### src/rtl/pwm_pkg.sv
// pwm_pkg
// Shared definitions for the multichannel PWM block: register field
// encodings, CTRL bit positions, prescaler width and the per-channel
// output drive function.
package pwm_pkg;

    typedef enum logic [1:0] {
        FIELD_DUTY  = 2'd0,
        FIELD_CTRL  = 2'd1,
        FIELD_PRESC = 2'd2,
        FIELD_RSVD  = 2'd3
    } field_e;

    localparam int CTRL_OUT_EN = 0;
    localparam int CTRL_PWM_EN = 1;
    localparam int PRESC_W     = 8;

    // Output mux: disabled -> 0, enabled without PWM -> 1, else PWM level.
    function automatic logic pwm_drive(input logic out_en,
                                       input logic pwm_en,
                                       input logic level);
        return out_en & (~pwm_en | level);
    endfunction

endpackage

### src/rtl/pwm_channel.sv
// pwm_channel
// One PWM output: duty register(s), CTRL bits, comparator against the
// shared period counter and the registered output.
//
// Build option: PWM_SHADOW_EN
//   defined   : DUTY writes go to a shadow register that is copied into the
//               active register on the period-boundary strobe i_pb.
//   undefined : DUTY writes go straight to the active register; no i_pb port.
//
// Ports
//   clk, rst      clock, synchronous active-high reset
//   i_cnt         shared period counter
//   i_pb          period-boundary strobe (PWM_SHADOW_EN builds only)
//   i_duty_we     write strobe for this channel's DUTY field
//   i_ctrl_we     write strobe for this channel's CTRL field
//   i_wr_data     write data
//   o_out         registered PWM output
module pwm_channel
    import pwm_pkg::*;
#(
    parameter int WIDTH = 8
) (
    input  logic             clk,
    input  logic             rst,
    input  logic [WIDTH-1:0] i_cnt,
`ifdef PWM_SHADOW_EN
    input  logic             i_pb,
`endif
    input  logic             i_duty_we,
    input  logic             i_ctrl_we,
    input  logic [WIDTH-1:0] i_wr_data,
    output logic             o_out
);

    logic [WIDTH-1:0] r_duty_active;
    logic             r_out_en;
    logic             r_pwm_en;
    logic             r_out_p1;
    logic             w_level;

    always_ff @(posedge clk) begin
        if (rst) begin
            r_out_en <= 1'b0;
            r_pwm_en <= 1'b0;
        end else if (i_ctrl_we) begin
            r_out_en <= i_wr_data[CTRL_OUT_EN];
            r_pwm_en <= i_wr_data[CTRL_PWM_EN];
        end
    end

`ifdef PWM_SHADOW_EN
    logic [WIDTH-1:0] r_duty_shadow;

    // A write landing on the boundary edge only reaches the shadow; the
    // active register takes the shadow value held before that edge.
    always_ff @(posedge clk) begin
        if (rst) begin
            r_duty_shadow <= '0;
            r_duty_active <= '0;
        end else begin
            if (i_duty_we)
                r_duty_shadow <= i_wr_data;
            if (i_pb)
                r_duty_active <= r_duty_shadow;
        end
    end
`else
    always_ff @(posedge clk) begin
        if (rst)
            r_duty_active <= '0;
        else if (i_duty_we)
            r_duty_active <= i_wr_data;
    end
`endif

    // The counter never reaches 2^WIDTH-1, so a full-scale duty stays high.
    assign w_level = (i_cnt < r_duty_active);

    // ---- output register stage ----
    always_ff @(posedge clk) begin
        if (rst)
            r_out_p1 <= 1'b0;
        else
            r_out_p1 <= pwm_drive(r_out_en, r_pwm_en, w_level);
    end

    assign o_out = r_out_p1;

endmodule

### src/rtl/pwm_multichannel.sv
// pwm_multichannel
// CHANNELS independent PWM outputs at WIDTH-bit resolution sharing one
// 8-bit clock prescaler and one period counter. Registers are written
// through an addressed port: wr_addr = {channel, field[1:0]}.
//   field 0 DUTY, field 1 CTRL (bit0 out_en, bit1 pwm_en),
//   field 2 PRESC (channel 0 only), field 3 reserved.
//
// Build option: PWM_SHADOW_EN (see pwm_channel) selects double-buffered
// duty registers loaded at the period boundary.
//
// Ports
//   clk, rst       clock, synchronous active-high reset
//   wr_en          one-cycle write strobe
//   wr_addr        {channel, field}
//   wr_data        write data
//   out            registered PWM outputs
//   period_start   one-cycle pulse after each counter wrap to 0
module pwm_multichannel
    import pwm_pkg::*;
#(
    parameter int CHANNELS = 16,
    parameter int WIDTH    = 8,
    parameter int ADDR_W   = $clog2(CHANNELS) + 2
) (
    input  logic                clk,
    input  logic                rst,
    input  logic                wr_en,
    input  logic [ADDR_W-1:0]   wr_addr,
    input  logic [WIDTH-1:0]    wr_data,
    output logic [CHANNELS-1:0] out,
    output logic                period_start
);

    // Last counter value before the wrap: 2^WIDTH-2.
    localparam logic [WIDTH-1:0] CNT_LAST = {{(WIDTH-1){1'b1}}, 1'b0};

    logic [PRESC_W-1:0]  r_pc;
    logic [PRESC_W-1:0]  r_presc;
    logic [WIDTH-1:0]    r_cnt;
    logic                r_period_start;

    logic [31:0]         w_ch_idx;
    logic                w_ch_ok;
    field_e              w_field;
    logic [CHANNELS-1:0] w_duty_we;
    logic [CHANNELS-1:0] w_ctrl_we;
    logic                w_presc_we;
    logic                w_tick;
    logic                w_pb;

    // Address decode. The channel index is widened so that CHANNELS=1
    // (no channel bits in the address) needs no special case.
    assign w_ch_idx = 32'(wr_addr >> 2);
    assign w_field  = field_e'(wr_addr[1:0]);
    assign w_ch_ok  = (w_ch_idx < 32'(CHANNELS));

    always_comb begin
        w_duty_we = '0;
        w_ctrl_we = '0;
        for (int i = 0; i < CHANNELS; i++) begin
            if (wr_en && w_ch_ok && (w_ch_idx == 32'(i))) begin
                w_duty_we[i] = (w_field == FIELD_DUTY);
                w_ctrl_we[i] = (w_field == FIELD_CTRL);
            end
        end
    end

    assign w_presc_we = wr_en && (w_field == FIELD_PRESC) && (w_ch_idx == 32'd0);

    assign w_tick = (r_pc == r_presc);
    assign w_pb   = w_tick && (r_cnt == CNT_LAST);

    // Prescaler: a PRESC write restarts the divide from 0 so the new
    // divisor never produces a short first interval.
    always_ff @(posedge clk) begin
        if (rst) begin
            r_pc    <= '0;
            r_presc <= '0;
        end else if (w_presc_we) begin
            r_presc <= PRESC_W'(wr_data);
            r_pc    <= '0;
        end else if (w_tick) begin
            r_pc    <= '0;
        end else begin
            r_pc    <= r_pc + 1'b1;
        end
    end

    // Period counter runs 0..2^WIDTH-2 so that duty 2^WIDTH-1 means 100%.
    always_ff @(posedge clk) begin
        if (rst)
            r_cnt <= '0;
        else if (w_tick)
            r_cnt <= (r_cnt == CNT_LAST) ? '0 : r_cnt + 1'b1;
    end

    // ---- period_start register stage ----
    always_ff @(posedge clk) begin
        if (rst)
            r_period_start <= 1'b0;
        else
            r_period_start <= w_pb;
    end

    assign period_start = r_period_start;

    for (genvar g = 0; g < CHANNELS; g++) begin : g_ch
        pwm_channel #(
            .WIDTH(WIDTH)
        ) u_ch (
            .clk       (clk),
            .rst       (rst),
            .i_cnt     (r_cnt),
`ifdef PWM_SHADOW_EN
            .i_pb      (w_pb),
`endif
            .i_duty_we (w_duty_we[g]),
            .i_ctrl_we (w_ctrl_we[g]),
            .i_wr_data (wr_data),
            .o_out     (out[g])
        );
    end

endmodule

### config.mk
export PLATFORM = sky130hd
export DESIGN_NAME = pwm_multichannel
export DESIGN_NICKNAME = d
export VERILOG_FILES = /design/src/rtl/pwm_pkg.sv /design/src/rtl/pwm_channel.sv /design/src/rtl/pwm_multichannel.sv
export SDC_FILE = /design/constraint.sdc
export NUM_CORES = 1
export LEC_CHECK = 0
export BUFFER_PORTS_ARGS = -buffer_cell sky130_fd_sc_hd__buf_4
export CAP_MARGIN = 20
export CORE_UTILIZATION = 35
export CTS_BUF_LIST = sky130_fd_sc_hd__clkbuf_4 sky130_fd_sc_hd__clkbuf_8 sky130_fd_sc_hd__clkbuf_16
export CTS_CLUSTER_SIZE = 30
export DETAILED_ROUTE_END_ITERATION = 8
export MAX_ROUTING_LAYER = met4
export SLEW_MARGIN = 20
export SYNTH_ARGS = -nofsm -noshare
export SYNTH_HDL_FRONTEND = slang
export SYNTH_SLANG_ARGS = --single-unit
### constraint.sdc
create_clock -name clk -period 4.6 [get_ports clk]
set_input_delay 0.46 -clock clk [delete_from_list [all_inputs] [get_ports clk]]
set_output_delay 0.46 -clock clk [all_outputs]
set_load 0.02 [all_outputs]
==> impl_results.md <==
* Register area at 4020 µm²
* Largest area contributor in the netlist: dfxtp_1
* Cell count of the worst reg-to-reg path at 6
* Tcrit/Tclk final at 49.5%
* Die Wd at 176 µm
* DR vias at 8,816
* Overflow after GRT at 0
* Placed Area at 11,000 µm²
* Worst skew pair latency at 0.52 ns
* Crit path time final at 2.28 ns
* Initial Utilization at 35.6%
* Main synth FF type: dfxtp_1
* Num CTS Buffers at 24
* WL final at 27.8 mm
* Synthesized area at 10,600 µm²
* Final Max Tran Viols at 0
* Share of cells above drive strength 1 at 9.09%
* Hold buffers post-CTS at 0
* Yosys cell types at 45
* DRC errors left at 0
* Clock Sinks at 201
* Io pins at 34
* Worst Hold Class: input pin to flip-flop
* Core area at 29,700 µm²
* RR Endpoint: g_ch[6].u_ch.o_out$_SDFF_PP0_
* Diodes inserted at 0
* Fin util at 39.8%
* Design Area, Final at 11,800 µm²
* EDFF count, synth at 0
* Reg2reg start: r_cnt[1]$_SDFFE_PP0N_
* Die area at 31,000 µm²
* Worst EP required at 5.02 ns
* Area of the multi-input gates at 5690 µm²
* Commonest non-fill, non-tap cell in the layout: dfxtp_1
* First-pass DRT Iterations at 6
* Sequential area share after synthesis at 38.0%
* Maximum number of pins on one net before global-route repair at 97
* Pwr Density at 332 nW/µm²
* Hold Path Sink: r_presc[1]$_SDFFE_PP0P_
* Flop2flop setup slack at 2.32 ns
* IO Port Bufs at 33
* Total Routing Usage GR at 18.7%
* GPL Wtd Cong at 0.804
* Clock transition at path regs at 0.06 ns
* RSZ-0062 raised after global routing: false
* Synth top area share at 38.0%
* Worst Setup End Kind: flip-flop
* Commonest non-fill, non-tap cells in the layout: 201 x dfxtp_1, 183 x nand2_1, 178 x a21oi_1
* Number of global-route vias before repair at 8,317
* Final hold viol count at 0
* Max Fclk at 439 MHz
* Routed WL per cell at 16.4 µm
* Post-route ant nets at 0
* Area contributors post-synth: dfxtp_1 38%, ha_1 14%, a21oi_1 8.4%
* DR vias/cell at 5.19
* Relative slew slack at 28.9%
* Clock root buffer: clkbuf_16
* Number of antenna violations at the first check in global routing at 0
* HPWL after detailed placement at 16.6 mm
* Maxcap violations at 0
* Final nets at 1,427
* Worst vdd ir at 0.204 mV
* Setup CP Type: flip-flop to flip-flop
* CTS tree: done
* Syn. warnings at 0
* Asr flop ratio synth at 0%
* Seq cells post-synth at 201
* Setup TNS at 0 ns
* Site row count at 63
* Leak at 4.27 nW
* Hold Path Depth at 2
* H-tree depth at 1
* Status: completed
* Clock Skews at 0.0155 ns
* Post-CTS setup-driven buffer insertion count at 0
* Synthesized Nets at 1,441
* Die Ht at 176 µm
* First-pass GRT wire length at 44.7 mm
* Pwr Total at 3.92 mW
* Worst-Margin Slew at 1.07 ns
* 1st-iter DRT viols at 517
* Crit-path max FO at 17
* Worst path arrival time at 2.70 ns
* Max Buffers Root-to-Sink at 3
* # fillers at 3,021
* Resize count post-CTS at 0
* Synth Instances at 1,309
* Min-delay src: rst
* Average size of a mapped cell at 8.09 µm²
* CP Launch Type: flip-flop
* Endpoints failing setup at 0
* Area Growth Syn to Fin at 11.6%
## logic make-up (layout without fill, tap and decap cells)
| family | count (synthesis) | after routing | synth area share, % |
|---|---|---|---|
| xor+xnor | 14 | 14 | 1.16 |
| fa+ha+maj | 115 | 115 | 13.6 |
| simple gates | 472 | 472 | 22.0 |
| flops | 201 | 201 | 38.0 |
| compound gates | 274 | 274 | 14.6 |
| buf+inv | 209 | 209 | 8.41 |
| mux | 24 | 24 | 2.27 |
## worst max-delay path, cell delays in order, from the launching register on
cell and delay, ns:
dfxtp_1 0.99, buf_4 0.30, ha_1 0.24, a21boi_0 0.12
o21ai_0 0.18, a21oi_1 0.08, nor4bb_1 0.26
## stage by stage
step | worst slack (ns) | instances | hold WS, ns
6_report | 2.32 | 1699 | 0.240
5_1_grt | 2.15 | 1699 | 0.233
4_1_cts | 2.28 | 1699 | 0.216
3_5_place_dp | 2.30 | 1659 | 0.442
3_3_place_gp | 2.35 | 1659 | 0.438
2_1_floorplan | 2.78 | 1309 | 0.422
## cell type report
| class | count | share of cell area, % |
|---|---|---|
| clock buffers | 35 | 6.14 |
| repair buffers | 53 | 3.50 |
| well taps | 390 | 4.13 |
| inverters | 116 | 3.68 |
| multi-input cells | 899 | 48.1 |
| clock inverters | 5 | 0.423 |
| flip-flops and latches | 201 | 34.0 |
## cell usage after synthesis (2+ instances only)
master / count
a21boi_0: 15
a21o_1: 17
a21oi_1: 178
a311oi_1: 3
a32o_1: 2
and3_1: 20
buf_1: 2
buf_2: 25
buf_4: 18
clkbuf_1: 47
dfxtp_1: 201
ha_1: 115
inv_1: 116
mux2i_1: 24
nand2_1: 183
nand2b_1: 5
nand3_1: 148
nand4_2: 2
nor2_1: 53
nor2_2: 11
nor2b_1: 17
nor3_1: 2
nor3_4: 5
nor4bb_1: 15
o2111ai_1: 15
o21ai_0: 39
xnor2_1: 12
xor2_1: 2
## registers in the layout, summed over array words and instances, names as in the netlist
name                     cells
g_ch.u_ch.r_pwm_en          16
g_ch.u_ch.o_out             16
g_ch.u_ch.r_duty_active    128
period_start                 1
r_cnt                        8
r_pc                         8
r_presc                      8
g_ch.u_ch.r_out_en          16
## power breakdown
part / switching, mW / total, mW / internal (mW)
logic: 0.193 / 0.276 / 0.0823
clock network: 0.737 / 1.88 / 1.14
registers: 0.0189 / 1.77 / 1.75
## layer usage
layer	track usage, %	wire (µm)	vias to the layer above
met5	-	0	-
met2	30.2	12400	191
li1	-	-	4415
met1	24.7	13400	4164
met4	5.14	598	0
met3	1.98	1390	46
## worst max-delay path by stage
stage / start / end / slack [ns] / cells after the start
after detailed placement: r_cnt[1]$_SDFFE_PP0N_ / g_ch[7].u_ch.o_out$_SDFF_PP0_ / 2.30 / 6
after global placement: r_cnt[1]$_SDFFE_PP0N_ / g_ch[0].u_ch.o_out$_SDFF_PP0_ / 2.35 / 5
after CTS: r_cnt[1]$_SDFFE_PP0N_ / g_ch[2].u_ch.o_out$_SDFF_PP0_ / 2.28 / 5
after floorplan: r_cnt[5]$_SDFFE_PP0N_ / g_ch[1].u_ch.o_out$_SDFF_PP0_ / 2.78 / 6
after global routing: r_cnt[5]$_SDFFE_PP0N_ / g_ch[15].u_ch.o_out$_SDFF_PP0_ / 2.15 / 7
final: r_cnt[1]$_SDFFE_PP0N_ / g_ch[6].u_ch.o_out$_SDFF_PP0_ / 2.32 / 6
(Power assumes the default switching activity.)
